--- src/rtl/nbit_adder_if.sv ---
// Operand/result bundle for nbit_adder. The master drives operands and
// receives registered results; the slave is the adder itself.
interface nbit_adder_if #(
   parameter int N = 8
);
   // in_valid qualifies a/b for the edge it is sampled on. There is no ready:
   // the slave accepts every cycle, and out_valid is high for exactly the
   // cycle after each accepted pair.
   logic         in_valid;
   logic [N-1:0] a;
   logic [N-1:0] b;
   logic         out_valid;
   logic [N-1:0] sum;
   logic [N-1:0] diff;
   logic [N-1:0] tempo;
   logic         carry;
   logic         borrow;
   logic         ovf_add;
   logic         ovf_sub;

   modport master (
      output in_valid, a, b,
      input  out_valid, sum, diff, tempo, carry, borrow, ovf_add, ovf_sub
   );

   modport slave (
      input  in_valid, a, b,
      output out_valid, sum, diff, tempo, carry, borrow, ovf_add, ovf_sub
   );
endinterface

--- src/rtl/nbit_adder.sv ---
// Registered N-bit add/subtract/negate built from ripple-carry full-adder chains.
// Define NBIT_ADDER_SAT_EN for unsigned saturation of sum/diff.
module nbit_adder #(
   parameter int N = 8
) (
   input  logic        clk,
   input  logic        rst,
   nbit_adder_if.slave bus
);

   function automatic logic [1:0] full_add(input logic x, input logic y, input logic cin);
      full_add = {(x & y) | (cin & (x ^ y)), x ^ y ^ cin};
   endfunction

   logic [N-1:0] add_s;
   logic [N-1:0] sub_s;
   logic [N-1:0] neg_s;
   logic         add_c;
   logic         sub_c;
   logic         neg_c;
   logic         ovf_add_raw;
   logic         ovf_sub_raw;
   logic [N-1:0] sum_next;
   logic [N-1:0] diff_next;

   // Carries walk through a loop-local chain so each stage sees the previous one.
   always_comb begin
      add_s = '0;
      sub_s = '0;
      neg_s = '0;
      add_c = 1'b0;
      sub_c = 1'b1;
      neg_c = 1'b1;
      for (int i = 0; i < N; i++) begin
         {add_c, add_s[i]} = full_add(bus.a[i], bus.b[i], add_c);
         {sub_c, sub_s[i]} = full_add(bus.a[i], ~bus.b[i], sub_c);
         {neg_c, neg_s[i]} = full_add(1'b0, ~bus.b[i], neg_c);
      end
   end

   always_comb begin
      ovf_add_raw = (bus.a[N-1] == bus.b[N-1]) && (add_s[N-1] != bus.a[N-1]);
      ovf_sub_raw = (bus.a[N-1] != bus.b[N-1]) && (sub_s[N-1] != bus.a[N-1]);
   end

`ifdef NBIT_ADDER_SAT_EN
   // Flags still describe the wrapped results; only sum/diff are clamped.
   always_comb begin
      sum_next  = add_c  ? '1 : add_s;
      diff_next = !sub_c ? '0 : sub_s;
   end
`else
   always_comb begin
      sum_next  = add_s;
      diff_next = sub_s;
   end
`endif

   always_ff @(posedge clk) begin
      if (rst) begin
         bus.out_valid <= 1'b0;
         bus.sum       <= '0;
         bus.diff      <= '0;
         bus.tempo     <= '0;
         bus.carry     <= 1'b0;
         bus.borrow    <= 1'b0;
         bus.ovf_add   <= 1'b0;
         bus.ovf_sub   <= 1'b0;
      end else if (bus.in_valid) begin
         bus.out_valid <= 1'b1;
         bus.sum       <= sum_next;
         bus.diff      <= diff_next;
         bus.tempo     <= neg_s;
         bus.carry     <= add_c;
         bus.borrow    <= ~sub_c;
         bus.ovf_add   <= ovf_add_raw;
         bus.ovf_sub   <= ovf_sub_raw;
      end else begin
         bus.out_valid <= 1'b0;
      end
   end

endmodule

--- src/flat_wrapper.sv ---
// flat-port wrapper written by rule: the top's interface ports become plain ports
module nbit_adder_flat 
#(
   parameter int N = 8
)
  (clk, rst, bus_in_valid, bus_a, bus_b, bus_out_valid, bus_sum, bus_diff, bus_tempo, bus_carry, bus_borrow, bus_ovf_add, bus_ovf_sub);
  nbit_adder_if #(.N(N)) bus_i ();
  input  logic clk;
  input  logic rst;
  input wire logic [$bits(bus_i.in_valid)-1:0] bus_in_valid;
  input wire logic [$bits(bus_i.a)-1:0] bus_a;
  input wire logic [$bits(bus_i.b)-1:0] bus_b;
  output wire logic [$bits(bus_i.out_valid)-1:0] bus_out_valid;
  output wire logic [$bits(bus_i.sum)-1:0] bus_sum;
  output wire logic [$bits(bus_i.diff)-1:0] bus_diff;
  output wire logic [$bits(bus_i.tempo)-1:0] bus_tempo;
  output wire logic [$bits(bus_i.carry)-1:0] bus_carry;
  output wire logic [$bits(bus_i.borrow)-1:0] bus_borrow;
  output wire logic [$bits(bus_i.ovf_add)-1:0] bus_ovf_add;
  output wire logic [$bits(bus_i.ovf_sub)-1:0] bus_ovf_sub;
  assign bus_i.in_valid = bus_in_valid;
  assign bus_i.a = bus_a;
  assign bus_i.b = bus_b;
  assign bus_out_valid = bus_i.out_valid;
  assign bus_sum = bus_i.sum;
  assign bus_diff = bus_i.diff;
  assign bus_tempo = bus_i.tempo;
  assign bus_carry = bus_i.carry;
  assign bus_borrow = bus_i.borrow;
  assign bus_ovf_add = bus_i.ovf_add;
  assign bus_ovf_sub = bus_i.ovf_sub;
  nbit_adder #(.N(N)) u_core (.clk(clk), .rst(rst), .bus(bus_i));
endmodule
--- config.mk ---
export PLATFORM = sky130hd
export DESIGN_NAME = nbit_adder_flat
export DESIGN_NICKNAME = d
export VERILOG_FILES = /design/src/rtl/nbit_adder_if.sv /design/src/rtl/nbit_adder.sv /design/src/flat_wrapper.sv
export SDC_FILE = /design/constraint.sdc
export NUM_CORES = 1
export LEC_CHECK = 0
export ABC_AREA = 1
export CORE_MARGIN = 2
export CORE_UTILIZATION = 47
export CTS_BUF_LIST = sky130_fd_sc_hd__clkbuf_8
export DETAILED_ROUTE_END_ITERATION = 16
export GPL_TIMING_DRIVEN = 0
export PLACE_DENSITY = 0.8
export SLEW_MARGIN = 20
export SYNTH_ARGS = -nofsm -noshare
export SYNTH_HDL_FRONTEND = slang
export SYNTH_SLANG_ARGS = --single-unit
--- constraint.sdc ---
create_clock -name clk -period 4.7 [get_ports clk]
set_input_delay 0.47 -clock clk [delete_from_list [all_inputs] [get_ports clk]]
set_output_delay 0.47 -clock clk [all_outputs]
set_load 0.05 [all_outputs]
==> out/metrics.yaml, run 1 <==
worst_setup_path:
  crit_top_cell: "fa_1"
  worstPathArrival_ns: 4.24
  critPathLaunchType: "input pin"
  critPathMaxFanout: 3
  path_cells: "clkdlybuf4s50_1 -> inv_1 -> ha_1 -> fa_1 -> fa_1 -> fa_1 -> inv_1 -> fa_1 -> inv_1 -> fa_1 -> fa_1 -> fa_1 -> inv_1 -> nand2_1 -> nand3_1 -> a21oi_1"
  worstPathRequired_ns: 4.91
  crit_type: "in -> reg"
  cp-end-kind: "register"
  crit_buf_inv: 5
  path_delay_family: "adder cells"
  crit_path_max_incr_delay_ns: 0.54
  cp_slowest_cell: "fa_1"
logic_synthesis:
  yosys.area.top_type: "dfxtp_1"
  async_reset_ff_share_pct: 0
  syn_inst: 165
  synth-edff-count: 0
  syn_avg_cell_area_um2: 8.796
  synth_fp_nets: 207
  synth-seq-cells: 28
  synth.cells.most_frequent: "nor2_1, dfxtp_1, inv_1"
  ys.flop_type: "dfxtp_1"
  synth.most_common_cell: "nor2_1"
  ys_seq_area_share_pct: 38.62
  synth_area_mm2: 0.001451
  synth_top_area_share_pct: 38.62
  yosys_warnings: 0
  ys_types: 14
  yosys-top-cells-area: "dfxtp_1, fa_1, ha_1, nor2_1, inv_1"
clocking:
  cts_buffers: 3
  cts_setup_buffers: 0
  cts.clk_slew.worst_paths_ns: 0.10
  ctsResizeCount: 0
  clock-root-buffer: "clkbuf_8"
  cts_tree: "done"
  clkLatencyLatePin_ns: 0.27
  cts_hold_buffers: 0
  clock_sinks: 28
  cts_max_path_buffers: 2
  cts_max_level: 1
timing:
  max_freq_mhz: 248.3
  slew_viol_final: 0
  finalSetupViolations: 0
  slew_headroom_pct: 66.28
  fin_crit_sh_pct: 85.69
  finalSetupTns_ns: 0
  worstMarginPinSlew_ns: 0.5043
  rsz0062_at_grt: "false"
  fin_skew_ns: 0
  hold_violations: 0
  finalCriticalPeriod_ns: 4.028
detailed_routing:
  wl_mm: 3.352
  first_pass_iters: 4
  ant_nets: 0
  wire_per_inst_um: 13.46
  dr.first_iter.drc_count: 37
  vias: 1225
  vias_per_cell: 4.920
  drc: 0
floorplan:
  die_area_mm2: 0.003549
  rows: 20
  num_io_pins: 48
  die_w_um: 59.57
  initial_core_util_pct: 48.33
  core_mm2: 0.003003
  die_height_um: 59.57
final_layout:
  antenna_cells: 0
  final_nets: 259
  syn_to_final_growth_pct: 40.17
  final_area_mm2: 0.002034
  drive_gt1_share_pct: 6.019
  final.fill_count: 258
placed_design:
  postPlaceCellArea_mm2: 0.001963
  hpwl_mm: 2.642
  place_congestion: 0.8104
  port_buffers: 47
power:
  p_per_area_mw_per_mm2: 334.4
  ir_worst_vdd_v: 0.0002165
  leakage_nw: 0.9445
global_route:
  grt_usage_pct: 21.12
  grt_max_degree: 17
  grt_pass1_vias: 1242
  grt_pass1_wl_mm: 5.540
  antenna_found_initial: 0
  gr-total-overflow: 0
min_path:
  hp-class: "reg -> reg"
outcome:
  outcome: "complete, no violations"
run:
  drv_cap: 0
==> per-stage QoR <==
stage / utilization [%] / worst slack (ns) / power [W] / hold slack (ns) / instances
floorplan: - / 1.102 / 0.0004099 / 0.5424 / 165
global placement: 65.38 / 0.4781 / 0.0004888 / 0.4848 / 245
detailed placement: 65.38 / 0.3819 / 0.0004941 / 0.4840 / 245
CTS: 67.75 / 0.6731 / 0.0006826 / 0.5135 / 249
global route: 67.75 / 0.5177 / 0.0007102 / 0.5371 / 249
finish: 67.75 / 0.6724 / 0.0006804 / 0.5140 / 249
==> layer usage <==
| layer | vias to the layer above | GRT usage [%] | wire length, um |
|---|---|---|---|
| met4 | 0 | 10.48 | 76 |
| met3 | 6 | 1.965 | 117 |
| met2 | 30 | 34.85 | 1685 |
| met1 | 576 | 27.68 | 1473 |
| li1 | 613 | - | - |
| met5 | - | 0 | 0 |
==> final timing paths <==
path         slack (ns)  depth (start not counted)                  end                start
max reg2reg        4.04                          2  u_core.bus.tempo[5]  u_core.bus.tempo[5]
min reg2reg        0.51                          2   u_core.bus.diff[1]   u_core.bus.diff[1]
min                0.51                          2   u_core.bus.diff[1]   u_core.bus.diff[1]
max                0.67                         16   u_core.bus.ovf_sub             bus_a[0]
==> where the power goes <==
group          total (W)  switching (W)  internal [W]  leakage, nW
Sequential      0.000268      0.0000103      0.000258        0.233
Combinational   0.000223       0.000140     0.0000826        0.676
Clock           0.000190      0.0000755      0.000114       0.0357
Total           0.000680       0.000226      0.000455        0.945
==> placed cells by master (no fill, tap or decap) <==
cell / count
clkdlybuf4s50_1: 47
bufinv_16: 1
nor2_1: 29
inv_1: 28
nand3_1: 3
a21oi_1: 13
fa_1: 14
buf_4: 2
dfxtp_1: 28
clkbuf_8: 3
clkbuf_2: 1
buf_2: 5
or2_2: 1
nand2_1: 6
ha_1: 9
o21ai_1: 5
o21ai_0: 21
==> final cells by class <==
cell class	instances	area (um^2)	share of cell area, %
inverter	28	105.1	5.166
timing repair buffer	47	470.5	23.12
clock inverter	1	30.03	1.476
tap	33	41.29	2.030
buffer	8	45.04	2.214
clock buffer	3	41.29	2.030
sequential	28	560.5	27.55
multi-input combinational	101	740.7	36.41
==> state kept, by name (all words and copies together) (netlist names) <==
signal	cells
u_core.bus.out_valid	1
u_core.bus.sum	8
u_core.bus.tempo	8
u_core.bus.ovf_add	1
u_core.bus.carry	1
u_core.bus.diff	7
u_core.bus.ovf_sub	1
u_core.bus.borrow	1
==> worst register-to-register path: stages (launching register included) <==
cell     delay, ns
dfxtp_1       0.33
o21ai_0       0.17
nor2_1        0.06
==> cell families (layout without fill, tap and decap cells) <==
family	count (synthesis)	count (layout)	share of synthesized area [%]
adders and majority gates	23	23	27.07
and+or+nand+nor	39	39	10.52
buffers and inverters	36	87	10.34
AOI/OAI and AO/OA	39	39	13.45
DFF	28	28	38.62
Power figures use the tool's default switching activity.
==> run 2, diff against run 1 <==
--- a/config.mk
+++ b/config.mk
@@ -7,5 +7,3 @@
 export LEC_CHECK = 0
-export ABC_AREA = 1
-export CORE_MARGIN = 2
-export CORE_UTILIZATION = 47
+export CORE_UTILIZATION = 48
 export CTS_BUF_LIST = sky130_fd_sc_hd__clkbuf_8
==> constraint.sdc (replaced) <==
create_clock -name clk -period 4.7 [get_ports clk]
set_input_delay 0.94 -clock clk [delete_from_list [all_inputs] [get_ports clk]]
set_output_delay 0.94 -clock clk [all_outputs]
set_load 0.05 [all_outputs]
==> out/metrics.yaml, run 2 <==
clocking:
  clock_sinks: 28
  cts.clk_slew.worst_paths_ns: 0.09
  cts_hold_buffers: 0
  cts_tree: "done"
  cts_max_path_buffers: 2
  cts_max_level: 1
  clkLatencyLatePin_ns: 0.27
  cts_buffers: 3
  clock-root-buffer: "clkbuf_8"
min_path:
  hp-class: "reg -> reg"
  whs_endpoint: "u_core.bus.ovf_sub"
  min_from: "u_core.bus.ovf_sub"
  worstHoldPathCells: 2
worst_setup_path:
  cp-end-kind: "register"
  ff2ff_setup_slack_ns: 3.84
  rr_endpoint: "u_core.bus.ovf_add"
  path_delay_family: "adder cells"
  cp_slowest_cell: "fa_1"
  crit_top_cell: "fa_1"
  crit_buf_inv: 4
  r2r_cells: 2
  critPathLaunchType: "input pin"
  reg2reg_from: "u_core.bus.ovf_add"
  worstPathRequired_ns: 4.86
  worstPathArrival_ns: 4.73
  critPathMaxFanout: 2
  path_cells: "clkdlybuf4s50_1 -> inv_1 -> ha_1 -> fa_1 -> fa_1 -> fa_1 -> inv_1 -> fa_1 -> inv_1 -> fa_1 -> fa_2 -> fa_1 -> xor2_1 -> o32ai_2"
  crit_path_max_incr_delay_ns: 0.56
  crit_type: "in -> reg"
timing:
  fin_skew_ns: 0
  slew_viol_final: 0
  fin_crit_sh_pct: 97.06
  worstMarginPinSlew_ns: 0.5055
  max_freq_mhz: 219.2
  rsz0062_at_grt: "false"
  finalSetupViolations: 0
  finalCriticalPeriod_ns: 4.562
  hold_violations: 0
  finalSetupTns_ns: 0
  slew_headroom_pct: 66.19
final_layout:
  final_area_mm2: 0.002145
  antenna_cells: 0
  syn_to_final_growth_pct: 38.23
  drive_gt1_share_pct: 12.44
  final_common_cell: "clkdlybuf4s50_1"
  final_nets: 236
  top_regs: "u_core.bus.sum x8, u_core.bus.tempo x8, u_core.bus.diff x7"
  mostFrequentLayoutCells: "clkdlybuf4s50_1, dfxtp_1, nor2_1, inv_1, mux2i_1"
floorplan:
  num_io_pins: 48
  die_w_um: 58.86
  die_height_um: 58.86
  die_area_mm2: 0.003464
  core_mm2: 0.003053
  initial_core_util_pct: 50.82
  rows: 20
detailed_routing:
  wire_per_inst_um: 14.14
  vias_per_cell: 4.873
  drc: 0
  first_pass_iters: 4
  dr.first_iter.drc_count: 21
  vias: 1155
  wl_mm: 3.350
  ant_nets: 0
logic_synthesis:
  synth.most_common_cell: "dfxtp_1"
  synth_area_mm2: 0.001551
  ys_types: 19
  synth_fp_nets: 183
  synth-edff-count: 0
  yosys.area.top_type: "dfxtp_1"
  syn_avg_cell_area_um2: 11.00
  ys_seq_area_share_pct: 36.13
  syn_inst: 141
  synth.cells.most_frequent: "dfxtp_1, nor2_1, inv_1"
  async_reset_ff_share_pct: 0
  synth_top_area_share_pct: 36.13
  synth-seq-cells: 28
  yosys_warnings: 0
  yosys-top-cells-area: "dfxtp_1, fa_1, mux2i_1, a211oi_2, ha_1"
  ys.flop_type: "dfxtp_1"
power:
  leakage_nw: 0.9677
  p_per_area_mw_per_mm2: 307.6
  ir_worst_vdd_v: 0.0001740
global_route:
  grt_pass1_vias: 1157
  grt_usage_pct: 20.66
  antenna_found_initial: 0
  grt_max_degree: 16
  grt_pass1_wl_mm: 5.278
  gr-total-overflow: 0
run:
  drv_cap: 0
outcome:
  outcome: "complete, no violations"
placed_design:
  postPlaceCellArea_mm2: 0.002077
  hpwl_mm: 2.544
  place_congestion: 0.8643
  port_buffers: 47
run 2: metal layers:
| layer | vias to the layer above | share of wire, % | global-route usage (%) |
|---|---|---|---|
| li1 | 547 | - | - |
| met1 | 571 | 44 | 26.72 |
| met2 | 30 | 52 | 34.90 |
| met3 | 7 | 2.3 | 2.857 |
| met4 | 0 | 1.9 | 8.163 |
| met5 | - | 0 | 0 |
run 2: report_power, final:
part	internal [W]	switching, W	total [W]
clock	0.0000750	0.0000749	0.000150
sequential	0.000258	0.0000112	0.000269
combinational	0.0000962	0.000144	0.000241
run 2: worst max-delay path by stage:
stage               startpoint                 end  depth (start not counted)
finish                bus_a[0]  u_core.bus.ovf_sub                         14
floorplan             bus_a[0]  u_core.bus.ovf_sub                         13
global placement      bus_b[0]  u_core.bus.ovf_sub                         13
CTS                   bus_b[0]  u_core.bus.ovf_sub                         13
detailed placement    bus_b[0]  u_core.bus.ovf_sub                         13
global route          bus_a[0]  u_core.bus.ovf_sub                         14
run 2: cells by family after synthesis:
logic type	Yosys count	synth area share (%)
buf+inv	31	9.838
simple gates	29	8.065
flops	28	36.13
fa+ha+maj	23	25.32
mux	15	9.677
compound gates	12	9.275
xor+xnor	3	1.694
run 2: what timing repair did:
| item | CTS | global route |
|---|---|---|
| endpoints found under the setup margin | 0 | 1 |
| buffers inserted | 0 | 1 |
| hold endpoints to repair | 0 | 0 |
| gates resized for setup | 0 | 2 |
run 2: area by class of cell:
| cell class | count | area [um^2] |
|---|---|---|
| well taps | 44 | 55.05 |
| flip-flops and latches | 28 | 560.5 |
| repair buffers | 48 | 480.5 |
| clock buffers | 4 | 55.05 |
| fillers | 249 | 908.4 |
| plain buffers | 8 | 66.31 |
| multi-input cells | 82 | 840.8 |
| inverters | 23 | 86.33 |
run 2: worst register-to-register path, cell delays in order (launching register included):
cell     delay, ns
dfxtp_1       0.34
or3b_1        0.35
o31ai_1       0.08
run 2: metrics by stage:
| step | total power, W | utilization (%) | setup WS, ns | cells | hold slack [ns] |
|---|---|---|---|---|---|
| finish | 0.0006596 | 70.25 | 0.1382 | 237 | 0.4942 |
| global route | 0.0006907 | 70.25 | 0.02017 | 237 | 0.5255 |
| CTS | 0.0006602 | 69.84 | 0.1025 | 236 | 0.4988 |
| detailed placement | 0.0005107 | 68.03 | -0.1898 | 232 | 0.4823 |
| global placement | 0.0005048 | 68.03 | -0.1401 | 232 | 0.4728 |
| floorplan | 0.0004277 | - | 0.5414 | 141 | 0.7159 |
